<file path="config.mk">
export PLATFORM = sky130hd
export DESIGN_NAME = spi_reg_ctrl
export DESIGN_NICKNAME = d
export VERILOG_FILES = /design/src/rtl/spi_reg_ctrl.sv
export SDC_FILE = /design/constraint.sdc
export NUM_CORES = 1
export LEC_CHECK = 0
export CELL_PAD_IN_SITES_DETAIL_PLACEMENT = 1
export CELL_PAD_IN_SITES_GLOBAL_PLACEMENT = 1
export CORE_UTILIZATION = 49
export CTS_CLUSTER_DIAMETER = 30
export DETAILED_ROUTE_END_ITERATION = 16
export DONT_BUFFER_PORTS = 1
export PLACE_DENSITY = 0.91
export SYNTH_ARGS = -nofsm -noshare
export SYNTH_HDL_FRONTEND = slang
export SYNTH_SLANG_ARGS = --single-unit
</file>
<file path="constraint.sdc">
create_clock -name sys_clk -period 3.8 [get_ports sys_clk]
set_input_delay 0.76 -clock sys_clk [delete_from_list [all_inputs] [get_ports sys_clk]]
set_output_delay 0.76 -clock sys_clk [all_outputs]
set_load 0.01 [all_outputs]
</file>
<file path="src/rtl/spi_reg_ctrl.sv">
// ============================================================================
// Module   : spi_reg_ctrl
// Brief    : Frame decoder behind spi_slave: command byte {rw, addr}, then a
//            burst of data bytes to/from the control-register bus with
//            address auto-increment. Optional frame/error statistics are
//            compiled in with SPI_REG_STAT_EN.
// Revision : 1.0 - initial release
// ============================================================================
`default_nettype none

module spi_reg_ctrl #(
  parameter int         ADDR_W      = 7,
  parameter int         RD_LAT      = 1,
  parameter logic [7:0] STATUS_BYTE = 8'hA5
) (
  input  logic              sys_clk,
  input  logic              sys_rst,
  input  logic              cs,
  input  logic              byte_vld,
  input  logic [7:0]        rx_byte,
  output logic [7:0]        tx_byte,
  output logic [ADDR_W-1:0] reg_addr,
  output logic [7:0]        reg_wdata,
  output logic              reg_we,
  output logic              reg_re,
  input  logic [7:0]        reg_rdata,
  output logic              busy
`ifdef SPI_REG_STAT_EN
  ,
  input  logic              stat_clr,
  output logic [15:0]       stat_frames,
  output logic [7:0]        stat_err
`endif
);

  localparam logic [2:0] c_st_idle    = 3'd0;
  localparam logic [2:0] c_st_cmd     = 3'd1;
  localparam logic [2:0] c_st_wr_data = 3'd2;
  localparam logic [2:0] c_st_rd_wait = 3'd3;
  localparam logic [2:0] c_st_rd_data = 3'd4;

  localparam logic [2:0]        c_rd_lat   = 3'(RD_LAT);
  localparam logic [2:0]        c_cnt_one  = 3'd1;
  localparam logic [ADDR_W-1:0] c_addr_one = ADDR_W'(1);

  logic [2:0]        r_state;
  logic              r_cs_d;
  logic [2:0]        r_lat_cnt;
  logic [ADDR_W-1:0] r_reg_addr;
  logic [7:0]        r_reg_wdata;
  logic [7:0]        r_tx_byte;
  logic              r_reg_we;
  logic              r_reg_re;
  logic              w_cs_fall;

  assign w_cs_fall = r_cs_d & ~cs;

  always_ff @(posedge sys_clk) begin
    if (sys_rst) begin
      r_state     <= c_st_idle;
      r_cs_d      <= 1'b0;
      r_lat_cnt   <= 3'd0;
      r_reg_addr  <= '0;
      r_reg_wdata <= 8'h00;
      r_tx_byte   <= STATUS_BYTE;
      r_reg_we    <= 1'b0;
      r_reg_re    <= 1'b0;
    end else begin
      r_cs_d   <= cs;
      r_reg_we <= 1'b0;
      r_reg_re <= 1'b0;
      // Post-increment lands in the cycle after each write strobe.
      if (r_reg_we) begin
        r_reg_addr <= r_reg_addr + c_addr_one;
      end
      if (cs) begin
        r_state   <= c_st_idle;
        r_tx_byte <= STATUS_BYTE;
        r_lat_cnt <= 3'd0;
      end else begin
        case (r_state)
          c_st_idle: begin
            r_tx_byte <= STATUS_BYTE;
            if (w_cs_fall) begin
              r_state <= c_st_cmd;
            end
          end
          c_st_cmd: begin
            if (byte_vld) begin
              r_reg_addr <= rx_byte[ADDR_W-1:0];
              if (rx_byte[7]) begin
                r_reg_re  <= 1'b1;
                r_lat_cnt <= 3'd0;
                r_state   <= c_st_rd_wait;
              end else begin
                r_state <= c_st_wr_data;
              end
            end
          end
          c_st_wr_data: begin
            if (byte_vld) begin
              r_reg_wdata <= rx_byte;
              r_reg_we    <= 1'b1;
            end
          end
          c_st_rd_wait: begin
            // Counter is 0 in the reg_re cycle; read data is valid at RD_LAT.
            if (r_lat_cnt == c_rd_lat) begin
              r_tx_byte <= reg_rdata;
              r_lat_cnt <= 3'd0;
              r_state   <= c_st_rd_data;
            end else begin
              r_lat_cnt <= r_lat_cnt + c_cnt_one;
            end
          end
          c_st_rd_data: begin
            if (byte_vld) begin
              r_reg_addr <= r_reg_addr + c_addr_one;
              r_reg_re   <= 1'b1;
              r_lat_cnt  <= 3'd0;
              r_state    <= c_st_rd_wait;
            end
          end
          default: begin
            r_state <= c_st_idle;
          end
        endcase
      end
    end
  end

  // Reset also masks a strobe that was already registered when reset arrives.
  assign reg_we    = r_reg_we & ~sys_rst;
  assign reg_re    = r_reg_re & ~sys_rst;
  assign reg_addr  = r_reg_addr;
  assign reg_wdata = r_reg_wdata;
  assign tx_byte   = r_tx_byte;
  assign busy      = ~cs & (r_state != c_st_idle);

`ifdef SPI_REG_STAT_EN
  logic        w_cs_rise;
  logic        r_data_seen;
  logic        r_drop_seen;
  logic [15:0] r_stat_frames;
  logic [7:0]  r_stat_err;

  assign w_cs_rise = ~r_cs_d & cs;

  always_ff @(posedge sys_clk) begin
    if (sys_rst) begin
      r_data_seen   <= 1'b0;
      r_drop_seen   <= 1'b0;
      r_stat_frames <= 16'h0000;
      r_stat_err    <= 8'h00;
    end else begin
      if (cs) begin
        r_data_seen <= 1'b0;
        r_drop_seen <= 1'b0;
      end else if (byte_vld) begin
        if (r_state == c_st_wr_data || r_state == c_st_rd_data) begin
          r_data_seen <= 1'b1;
        end
        if (r_state == c_st_rd_wait) begin
          r_drop_seen <= 1'b1;
        end
      end
      if (stat_clr) begin
        r_stat_frames <= 16'h0000;
        r_stat_err    <= 8'h00;
      end else if (w_cs_rise) begin
        if (r_data_seen) begin
          r_stat_frames <= r_stat_frames + 16'h0001;
        end
        if ((r_state == c_st_cmd || r_drop_seen) && r_stat_err != 8'hFF) begin
          r_stat_err <= r_stat_err + 8'h01;
        end
      end
    end
  end

  assign stat_frames = r_stat_frames;
  assign stat_err    = r_stat_err;
`endif

endmodule

`default_nettype wire

</file>
==> results.ini, run 1 <==
[routing]
dr.pass1.iters=4
ant_nets=0
wirelength_um=4710
drc=0
dr_wl_met2_um=2340
wl_met1_um=1880
top_layer=met4
vias=1572
viasPerCell=6.34
routedWlPerCell_um=19.0
drt_iter0_markers=58
wl_met3_um=360

[timing]
rsz0062_at_grt=no
setup_tns_ps=0
relSlewSlack=0.204
max_freq_mhz=441
drv_slew=0
setup_viol=0
worst_pin_slew_ps=1180
hold_viol=0
min_period_ps=2270
finalWorstSetupSlack_ps=1530
finalCritPeriodShare=0.596
clock_skew_ps=7.42

[synthesis]
syn_nets=227
synth_top_cells_by_area=dfxtp_1 (37%), nor2_1 (6.4%), a21oi_1 (5.6%)
syn_area_sq_um=1710
yosysTopAreaCell=dfxtp_1
synth_edf_count=0
ys_warn_count=0
ys_ff_latch=32
syn_inst=206
async_reset_ff_frac=0
ys_seq_area_frac=0.374
synth.top_cell.area_share=0.374
synthFlopType=dfxtp_1
synth.distinct_cells=49
avgSynthCellArea_sq_um=8.31

[grt]
antenna_found_initial=1
grt_max_degree=22
grt_pass1_vias=1603
overflow=0
grt_pass1_wl_um=7440
grt_usage=0.277

[pwr]
vdd_drop_max_uv=197
p_sw_frac=0.269
leakage_nw=0.595
combPwrFrac=0.092
seqPwrFrac=0.596
power_switching_mw=0.158
power_mw=0.588
internal_power_mw=0.430
p_per_area_nw_per_um2=333
clock_power_share=0.312

[cts]
clk-insertion-delay-late_ps=340
cts_resized=0
cts_buffers=5
cts-hold-fix-buffers=0
clkTransAtPathRegs_ps=90
cts_tree=yes
cts_buffer_depth=2
h-tree-depth=2
root_buffer=clkbuf_4
cts_setup_buffers=0
cts_sinks=32

[floorplanning]
std_cell_rows=21
die_w_um=61.1
die_h_um=61.1
initial_core_util=0.513
ioPinCount=46
core_sq_um=3340
die-area_sq_um=3730

[critical_path]
end_kind=flip-flop
critPathLaunchType=flip-flop
slowest_delay_ps=920
cp.buffers_inverters=0
slowest_stage=nor4_2
worstPathArrival_ps=2500
critical_path.cell_chain=nand2b_1, nor4_2, mux2i_1, nor2_1
cp.required_ps=4040
worstSetupPathType=reg2reg
critical-path-top-delay-family=simple AND/OR/NAND/NOR gates
crit_path_max_fanout=16

[placed_design]
dp_cells=240
preCtsSetupSlack_ps=1450
io_buffers=0
hpwl_um=3490
gp_congestion=0.818

[job]
max_cap_violations=0

[final_layout]
nets=222
syn2layout_area_growth_pct=3.14
fill_cells=431
drive_above_1_share=0.0647
fin_util=0.529
fin_cells=248

[hold_path]
worstHoldPathType=in2reg

[run_status]
outcome=finished, final reports clean

-- path summary, 6_finish.rpt --
check / start / endpoint / slack (ps) / cells after the start
worst max-delay path: r_state[1] / reg_wdata[6] / 1530 / 4
worst min register to register: r_lat_cnt[1] / r_lat_cnt[1] / 530 / 2
worst max register to register: r_state[1] / reg_wdata[6] / 1530 / 4
worst min-delay path: sys_rst / r_cs_d / 480 / 1
-- per-layer routing --
| metal | global-route usage | vias to the layer above |
|---|---|---|
| li1 | - | 742 |
| met1 | 0.321 | 753 |
| met2 | 0.455 | 61 |
| met3 | 0.0924 | 16 |
| met4 | 0.146 | 0 |
| met5 | 0 | - |
-- stage by stage --
step | instance area (sq um) | hold WS (ps)
floorplan | 1710 | 467
global placement | 1720 | 479
detailed placement | 1720 | 515
CTS | 1760 | 469
global route | 1770 | 458
finish | 1770 | 476
-- final cells by class --
type	instances	area (sq um)	share of cell area
diodes	1	2.50	0.00142
clock buffers	6	41.3	0.0234
clock inverters	1	5.00	0.00283
inverters	4	15.0	0.00850
multi-input cells	158	1000	0.568
flip-flops and latches	32	641	0.363
well taps	46	57.6	0.0326
-- cell usage in the layout (no fill, tap or decap), types with 2 or more instances in the layout --
cell | Yosys | final
or3_1 | 2 | 2
nand2_1 | 5 | 5
o21ai_1 | 13 | 13
o22ai_1 | 4 | 4
and3_1 | 4 | 4
nor3_1 | 3 | 3
inv_1 | 2 | 2
nor4_1 | 6 | 5
dfxtp_1 | 32 | 32
o21ai_0 | 4 | 4
nor2b_1 | 8 | 8
nor4_2 | 1 | 2
or3b_1 | 2 | 2
a22oi_1 | 3 | 3
and4_1 | 2 | 2
nand2b_1 | 3 | 3
a21oi_1 | 19 | 19
xnor2_1 | 4 | 4
mux2_1 | 3 | 3
clkbuf_4 | 0 | 5
a31o_1 | 3 | 3
nor2_1 | 29 | 29
a31o_2 | 2 | 2
mux2i_1 | 8 | 8
xor2_1 | 3 | 3
a21o_1 | 3 | 3
nand4_1 | 6 | 6
-- registers in the layout, summed over array words and instances, names as in the netlist --
signal,cells
r_reg_we,1
tx_byte,8
reg_addr,7
r_lat_cnt,3
reg_wdata,8
r_cs_d,1
r_reg_re,1
r_state,3
-- kinds of logic (layout without fill, tap and decap cells) --
family | count (synthesis) | after routing | synth area share
other | 0 | 1 | 0
AND/OR/NAND/NOR | 78 | 78 | 0.248
AO/OA/AOI/OAI | 61 | 61 | 0.225
multiplexers | 11 | 11 | 0.0665
buffers and inverters | 16 | 11 | 0.0431
flip-flops | 32 | 32 | 0.374
XOR/XNOR | 7 | 7 | 0.0358
adder cells (fa/ha/maj) | 1 | 1 | 0.00731
-- power groups by stage --
stage          clock [mW]  combinational [mW]  sequential, mW
4_1_cts             0.187              0.0545           0.350
3_5_place_dp            0              0.0541           0.358
2_1_floorplan           0              0.0553           0.351
6_report            0.183              0.0543           0.350
5_1_grt             0.201              0.0612           0.352
3_3_place_gp            0              0.0510           0.357
-- synth_stat cells (5+ instances only) --
master and instances:
o21ai_1 13, nor2_1 29, a21oi_1 19, nand4_1 6
nor4_1 6, nand2_1 5, dfxtp_1 32, nor2b_1 8
mux2i_1 8, clkbuf_1 6, buf_2 5
No activity file was read; power rests on OpenSTA's default activity.
==> run 2: changes to the inputs <==
--- a/config.mk
+++ b/config.mk
@@ -7,11 +7,11 @@
 export LEC_CHECK = 0
 export CELL_PAD_IN_SITES_DETAIL_PLACEMENT = 1
 export CELL_PAD_IN_SITES_GLOBAL_PLACEMENT = 1
-export CORE_UTILIZATION = 49
+export CORE_UTILIZATION = 41
 export CTS_CLUSTER_DIAMETER = 30
 export DETAILED_ROUTE_END_ITERATION = 16
 export DONT_BUFFER_PORTS = 1
-export PLACE_DENSITY = 0.91
+export PLACE_DENSITY = 0.82
 export SYNTH_ARGS = -nofsm -noshare
 export SYNTH_HDL_FRONTEND = slang
 export SYNTH_SLANG_ARGS = --single-unit
==> constraint.sdc (replaced) <==
create_clock -name sys_clk -period 1.9 [get_ports sys_clk]
set_input_delay 0.38 -clock sys_clk [delete_from_list [all_inputs] [get_ports sys_clk]]
set_output_delay 0.38 -clock sys_clk [all_outputs]
set_load 0.01 [all_outputs]
==> run 2 against run 1 <==
Via count shrank 0.83%. Clock skew decreased by 2.0 ps. Worst hold slack worse by 320 ps. First-iteration DRC count is 98% higher. Core utilization fell by 5.9 points. Sequential share of layout area down 2.2 points. Global-route usage is 4.5 points lower. Sequential power grew 98%.
==> results.ini, run 2 (synthesis results as in run 1) <==
[routing]
routedWlPerCell_um=17.8
drc=0
wirelength_um=4650
dr.pass1.iters=4
viasPerCell=5.95
drt_iter0_markers=115
vias=1559
ant_nets=0

[cts]
cts-hold-fix-buffers=0
cts_tree=yes
clk-insertion-delay-late_ps=290
clkTransAtPathRegs_ps=70
cts_resized=0
cts_buffers=5
root_buffer=clkbuf_8
cts_sinks=32
h-tree-depth=2
cts_setup_buffers=0
cts_buffer_depth=2

[placed_design]
dp_cells=255
io_buffers=0
hpwl_um=3370
preCtsSetupSlack_ps=192
gp_congestion=0.780

[grt]
grt_max_degree=21
met3_usage=0.0702
grt_pass1_wl_um=7690
antenna_found_initial=0
busiest_layer=met2
gr-usage-met1=0.299
grt_use_met2=0.361
grt_usage=0.232
grt_pass1_vias=1515
overflow=0

[floorplanning]
std_cell_rows=23
initial_core_util=0.428
die_h_um=66.6
core_sq_um=4000
ioPinCount=46
die-area_sq_um=4440
die_w_um=66.6

[timing]
setup_viol=0
min_period_ps=1790
finalCritPeriodShare=0.941
rsz0062_at_grt=no
drv_slew=0
clock_skew_ps=5.44
hold_viol=0
max_freq_mhz=559
worst_pin_slew_ps=668
finalWorstSetupSlack_ps=112
setup_tns_ps=0
relSlewSlack=0.555

[critical_path]
cp.required_ps=1520
worstPathArrival_ps=1410
worstSetupStartpoint=r_state[2]
critPathLaunchType=flip-flop
r2r_start=reg_addr[1]
crit_path_max_fanout=11
end_kind=primary output
worstSetupPathType=reg2out

[pwr]
p_per_area_nw_per_um2=704
clock_power_share=0.381
power_switching_mw=0.344
leakage_nw=0.665
vdd_drop_max_uv=531
combPwrFrac=0.095
seqPwrFrac=0.524
internal_power_mw=0.980
p_sw_frac=0.260

[final_layout]
mostFrequentLayoutCells=dfxtp_1 (32), nor2_1 (29), a21oi_1 (19)
diodes=0
fin_cells=262
drive_above_1_share=0.113
layout_commonest_cell=dfxtp_1
nets=233
syn2layout_area_growth_pct=9.94

[hold_path]
worstHoldPathType=in2reg
hold_start=sys_rst

[run_status]
outcome=finished, final reports clean

[job]
max_cap_violations=0

==> run 2: changes by cell type in the layout (fill, tap and decap cells not counted), sizes merged <==
cell / change
diode: -1
buf: +11
==> run 2: layout make-up <==
| cell class | count | area (sq um) |
|---|---|---|
| Tap cell | 50 | 62.6 |
| Sequential cell | 32 | 641 |
| Multi-Input combinational cell | 158 | 1000 |
| Inverter | 4 | 15.0 |
| Timing Repair Buffer | 11 | 82.6 |
| Clock inverter | 1 | 5.00 |
| Fill cell | 488 | 2120 |
| Clock buffer | 6 | 72.6 |
==> run 2: per-layer routing <==
| layer | up-vias | wire (um) | share of wire |
|---|---|---|---|
| li1 | 766 | - | - |
| met1 | 753 | 2210 | 0.47 |
| met2 | 35 | 2140 | 0.46 |
| met3 | 5 | 242 | 0.052 |
| met4 | 0 | 70 | 0.015 |
| met5 | - | 0 | 0 |
==> run 2: through the flow <==
step | utilization | area [sq um] | hold slack, ps | power, mW
after floorplan | - | 1710 | 467 | 0.813
after global placement | 0.451 | 1800 | 453 | 0.830
after detailed placement | 0.451 | 1800 | 453 | 0.833
after CTS | 0.470 | 1880 | 144 | 1.34
after global routing | 0.470 | 1880 | 145 | 1.38
final | 0.470 | 1880 | 159 | 1.32
==> run 2: critical path: stages (launching register included) <==
cell and delay (ps):
dfxtp_1 570, buf_4 260, nor3_1 70, nor2_1 210
==> run 2: path summary, 6_finish.rpt <==
kind / slack [ps] / depth (start not counted) / endpoint
setup / recovery: 110 / 3 / busy
hold / removal: 160 / 1 / reg_wdata[0]
setup reg to reg: 150 / 5 / reg_addr[6]
hold reg to reg: 520 / 2 / r_lat_cnt[1]
==> run 2: power by group through the flow <==
| stage | Sequential [mW] | Combinational, mW | Clock [mW] |
|---|---|---|---|
| floorplan | 0.702 | 0.111 | 0 |
| global placement | 0.708 | 0.122 | 0 |
| detailed placement | 0.709 | 0.125 | 0 |
| CTS | 0.694 | 0.126 | 0.521 |
| global route | 0.695 | 0.139 | 0.545 |
| finish | 0.694 | 0.126 | 0.504 |
